==> config.mk <==
export PLATFORM = sky130hd
export DESIGN_NAME = shift_unit
export DESIGN_NICKNAME = d
export VERILOG_FILES = /design/src/rtl/shift_unit.sv
export SDC_FILE = /design/constraint.sdc
export NUM_CORES = 1
export LEC_CHECK = 0
export ABC_AREA = 1
export CAP_MARGIN = 25
export CELL_PAD_IN_SITES_DETAIL_PLACEMENT = 1
export CELL_PAD_IN_SITES_GLOBAL_PLACEMENT = 2
export CORE_MARGIN = 4
export CORE_UTILIZATION = 35
export CTS_BUF_LIST = sky130_fd_sc_hd__clkbuf_4 sky130_fd_sc_hd__clkbuf_8
export DETAILED_ROUTE_END_ITERATION = 7
export DONT_BUFFER_PORTS = 1
export HOLD_SLACK_MARGIN = 0.08
export PLACE_DENSITY_LB_ADDON = 0.1
export SLEW_MARGIN = 10
export SYNTH_ARGS = -nofsm -noshare
export SYNTH_HDL_FRONTEND = slang
export SYNTH_SLANG_ARGS = --single-unit
==> constraint.sdc <==
create_clock -name clk_i -period 1.7 [get_ports clk_i]
set_clock_uncertainty 0.1 [all_clocks]
set_input_delay 0.34 -clock clk_i [delete_from_list [all_inputs] [get_ports clk_i]]
set_output_delay 0.34 -clock clk_i [all_outputs]
set_load 0.01 [all_outputs]
==> src/rtl/shift_unit.sv <==
// Universal shift register with parallel load, four shift modes and a multi-position
// shift command (start/amount) reported through busy/done. State updates on the falling clock edge.
module shift_unit #(
    parameter int unsigned WIDTH = 16,
    parameter int unsigned AMT_W = 5
) (
    input  logic             clk_i,
    input  logic             rst_i,
    input  logic             load_i,
    input  logic [WIDTH-1:0] din_i,
    input  logic             start_i,
    input  logic [1:0]       mode_i,
    input  logic [AMT_W-1:0] amount_i,
    input  logic             ser_in_i,
    output logic [WIDTH-1:0] q_o,
    output logic             ser_out_o,
    output logic             busy_o,
    output logic             done_o
);

    typedef enum logic {StIdle, StShift} state_e;

    localparam logic [1:0] ModeLsr = 2'b00;
    localparam logic [1:0] ModeAsr = 2'b01;
    localparam logic [1:0] ModeLsl = 2'b10;
    localparam logic [1:0] ModeRor = 2'b11;

    state_e             state_q, state_d;
    logic [1:0]         mode_q, mode_d;
    logic [AMT_W-1:0]   cnt_q, cnt_d;
    logic [WIDTH-1:0]   shreg_q, shreg_d;
    logic               ser_q, ser_d;
    logic               done_q, done_d;

    logic [WIDTH-1:0]   shifted;
    logic               shift_bit;

    always_ff @(negedge clk_i or posedge rst_i) begin
        if (rst_i) begin
            state_q <= StIdle;
            mode_q  <= 2'b00;
            cnt_q   <= '0;
            shreg_q <= '0;
            ser_q   <= 1'b0;
            done_q  <= 1'b0;
        end else begin
            state_q <= state_d;
            mode_q  <= mode_d;
            cnt_q   <= cnt_d;
            shreg_q <= shreg_d;
            ser_q   <= ser_d;
            done_q  <= done_d;
        end
    end

    // One single-bit shift of the current contents under the latched mode.
    always_comb begin
        shifted   = shreg_q;
        shift_bit = shreg_q[0];
        case (mode_q)
            ModeLsr: shifted = {ser_in_i, shreg_q[WIDTH-1:1]};
            ModeAsr: shifted = {shreg_q[WIDTH-1], shreg_q[WIDTH-1:1]};
            ModeLsl: begin
                shifted   = {shreg_q[WIDTH-2:0], ser_in_i};
                shift_bit = shreg_q[WIDTH-1];
            end
            ModeRor: shifted = {shreg_q[0], shreg_q[WIDTH-1:1]};
            default: shifted = shreg_q;
        endcase
    end

    always_comb begin
        state_d = state_q;
        mode_d  = mode_q;
        cnt_d   = cnt_q;
        shreg_d = shreg_q;
        ser_d   = ser_q;
        done_d  = 1'b0;
        case (state_q)
            StIdle: begin
                if (load_i) begin
                    shreg_d = din_i;
                    ser_d   = 1'b0;
                end else if (start_i) begin
                    if (amount_i == '0) begin
                        done_d = 1'b1;
                    end else begin
                        mode_d  = mode_i;
                        cnt_d   = amount_i;
                        state_d = StShift;
                    end
                end
            end
            StShift: begin
                shreg_d = shifted;
                ser_d   = shift_bit;
                cnt_d   = cnt_q - AMT_W'(1);
                if (cnt_q == AMT_W'(1)) begin
                    done_d  = 1'b1;
                    state_d = StIdle;
                end
            end
            default: state_d = StIdle;
        endcase
    end

    always_comb begin
        q_o       = shreg_q;
        ser_out_o = ser_q;
        busy_o    = (state_q == StShift);
        done_o    = done_q;
    end

endmodule

==> flow_summary.json <==
{
  "synth_flop_cell": "dfrtn_1",
  "drc": 0,
  "synth_cell_types": 24,
  "crit_path_start": "q_o[4]$_DFFE_NP0P_",
  "finalWorstSetupSlack_ns": -0.359,
  "rr_worst_depth": 5,
  "clkSinkCount": 26,
  "cts_buffer_depth": 2,
  "synth_nets": 241,
  "synth_compound_area_share_pct": 18.2,
  "ir_worst_vdd_v": 0.000631,
  "yosys_warnings": 0,
  "synth_area_leaders": "dfrtn_1 41%, nand2_1 13%, nand3_1 9.1%, a22oi_2 7.1%, o21ai_0 4.4%",
  "rr_endpoint": "q_o[4]$_DFFE_NP0P_",
  "rsz0062_at_grt": "yes",
  "r2r-start": "busy_o$_DFF_NP0_",
  "n_antenna_cell": 0,
  "hp-class": "reg2reg",
  "antenna_found_initial": 0,
  "grt_overflow": 0,
  "hold_depth": 2,
  "holdBufCountCts": 0,
  "nFillCells": 558,
  "setup_violations": 20,
  "p_per_area_mw_per_mm2": 2090,
  "synth-edff-count": 0,
  "drtAntennaViolNets": 0,
  "fin_tns_setup_ns": -6.49,
  "path_max_fanout": 2,
  "place.gp.congestion": 0.804,
  "drive_above_1_share_pct": 29.1,
  "slew_headroom_pct": 77.9,
  "postSynthAreaPerCell_um2": 7.55,
  "num_vias": 1505,
  "place_area_mm2": 0.00186,
  "yosys.area_share.simple_pct": 27.9,
  "worstMarginPinSlew_ns": 0.331,
  "ys_seq_area_share_pct": 40.8,
  "clk_latency_ns": 0.28,
  "dr.pass1.iters": 4,
  "die_area_mm2": 0.00570,
  "portBuffers": 0,
  "finalHoldViolations": 0,
  "crit_required_ns": 1.26,
  "track_usage_pct": 17.8,
  "outcome": "complete, but fails checks",
  "vias_per_cell": 5.34,
  "cts_tree": "yes",
  "synth-xor-area-share_pct": 0,
  "worst_ep_arrival_time_ns": 1.62,
  "cellLeakagePower_nw": 0.966,
  "initial_core_util_pct": 36.4,
  "cts_buffers": 3,
  "grt_pass1_wl_um": 7760,
  "drt_wl_total_um": 4740,
  "min_from": "cnt_q[4]$_DFFE_NP0P_",
  "grt_max_degree": 27,
  "async_flop_share_pct": 100,
  "violations": "negative setup slack",
  "syn_inst": 211,
  "drv_slew": 0,
  "die_x_um": 75.5,
  "layout.nets": 261,
  "h-tree-depth": 1,
  "drtIter0Drc": 79,
  "cts_root_buffer": "clkbuf_8",
  "die_h_um": 75.5,
  "syn2layout_area_growth_pct": 23.3,
  "netlist_area_mm2": 0.00159,
  "wl_per_cell_um": 16.8,
  "critPathLaunchType": "flop",
  "r2r_slack_ns": 0,
  "ys_ff_latch": 26,
  "hold_end": "cnt_q[4]$_DFFE_NP0P_",
  "yosysTopAreaCell": "dfrtn_1",
  "fp-row-count": 24,
  "synth_top_area_share_pct": 40.8,
  "final_cell_area_mm2": 0.00197,
  "synthMuxAreaShare_pct": 0,
  "ioPinCount": 47,
  "hpwl_um": 3470,
  "max-cap-violations": 0,
  "core_mm2": 0.00438,
  "grt_pass1_vias": 1645,
  "clkSlewWorstSetupHoldPaths_ns": 0.06,
  "synth_adder_area_share_pct": 1.57,
  "synth_top_family_by_area": "simple AND/OR/NAND/NOR gates",
  "crit_type": "reg2out",
  "end_kind": "output pin"
}
==> metrics by stage <==
| stage | hold WS, ns | power [W] | utilization (%) | setup WS (ns) | std cells |
|---|---|---|---|---|---|
| after floorplan | 0.360 | 0.00282 | - | -0.247 | 211 |
| after global placement | 0.386 | 0.00345 | 42.5 | -0.312 | 278 |
| after detailed placement | 0.403 | 0.00357 | 42.5 | -0.353 | 278 |
| after CTS | 0.406 | 0.00415 | 44.7 | -0.372 | 282 |
| after global routing | 0.431 | 0.00448 | 44.8 | -0.392 | 282 |
| final | 0.401 | 0.00410 | 44.8 | -0.359 | 282 |
==> power by group <==
group | switching, W | total, W | internal [W] | leakage [nW]
registers | 0.000351 | 0.00132 | 0.000967 | 0.313
clock network | 0.000213 | 0.000528 | 0.000315 | 0.0357
logic | 0.00131 | 0.00226 | 0.000949 | 0.617
total | 0.00187 | 0.00410 | 0.00223 | 0.966
==> cell type report <==
class	count	area, um2	area share, %
tap	52	65.1	3.31
sequential	26	651	33.1
clock inverter	1	30.0	1.53
clock buffer	3	41.3	2.10
inverter	32	144	7.32
multi-input combinational	144	817	41.6
timing repair buffer	24	218	11.1
==> tightest hold or removal path: cells and delay by family (launching register included) <==
| kind | cells | cell delay [ns] |
|---|---|---|
| flops | 1 | 0.44 |
| simple gates | 2 | 0.16 |
==> worst max path at each step <==
stage,end,slack (ns),depth (start not counted)
final,q_o[4],-0.36,0
after global routing,q_o[4],-0.39,0
after CTS,q_o[2],-0.37,0
after detailed placement,mode_q[1]$_DFFE_NP0P_,-0.35,6
after global placement,mode_q[1]$_DFFE_NP0P_,-0.31,6
after floorplan,cnt_q[2]$_DFFE_NP0P_,-0.25,6
==> Yosys cell counts (2+ instances only) <==
master	instances
a21oi_1	2
a22oi_1	6
a22oi_2	9
buf_2	5
buf_6	2
dfrtn_1	26
ha_1	2
inv_1	13
inv_2	17
nand2_1	57
nand3_1	29
nand4_1	4
nor2_1	7
o21ai_0	14
o21ai_1	9
==> registers in the layout, summed over array words and instances (netlist names) <==
register   flops
q_o           16
ser_out_o      1
cnt_q          5
done_o         1
mode_q         2
busy_o         1
==> routing by layer <==
metal	global-route usage, %	share of wire, %	vias to the layer above
li1	-	-	728
met1	21.6	41	744
met2	31.6	52	31
met3	4.09	6.4	2
met4	4.27	0.51	0
met5	0	0	-
==> repair_timing <==
action | CTS | global route
pin swaps | 3 | 1
setup endpoints to repair | 32 | 29
hold endpoints to repair | 0 | 0
setup buffers | 1 | 0
resized for setup | 5 | 1
==> kinds of logic (layout without fill, tap and decap cells) <==
family | Yosys count | in the layout
and+or+nand+nor | 101 | 101
AOI/OAI and AO/OA | 41 | 41
buffers and inverters | 41 | 60
DFF | 26 | 26
adders and majority gates | 2 | 2
==> cell usage in the layout, fill, tap and decap left out, drive strengths merged <==
master / instances
nand2: 58
inv: 30
nand3: 29
dfrtn: 26
buf: 24
o21ai: 23
a22oi: 15
nor2: 9
nand4: 4
clkbuf: 3
a21oi: 2
ha: 2
clkinv: 1
a21boi: 1
clkinvlp: 1
or2: 1
bufinv: 1
Note: power is estimated with default switching activity, not from simulation.
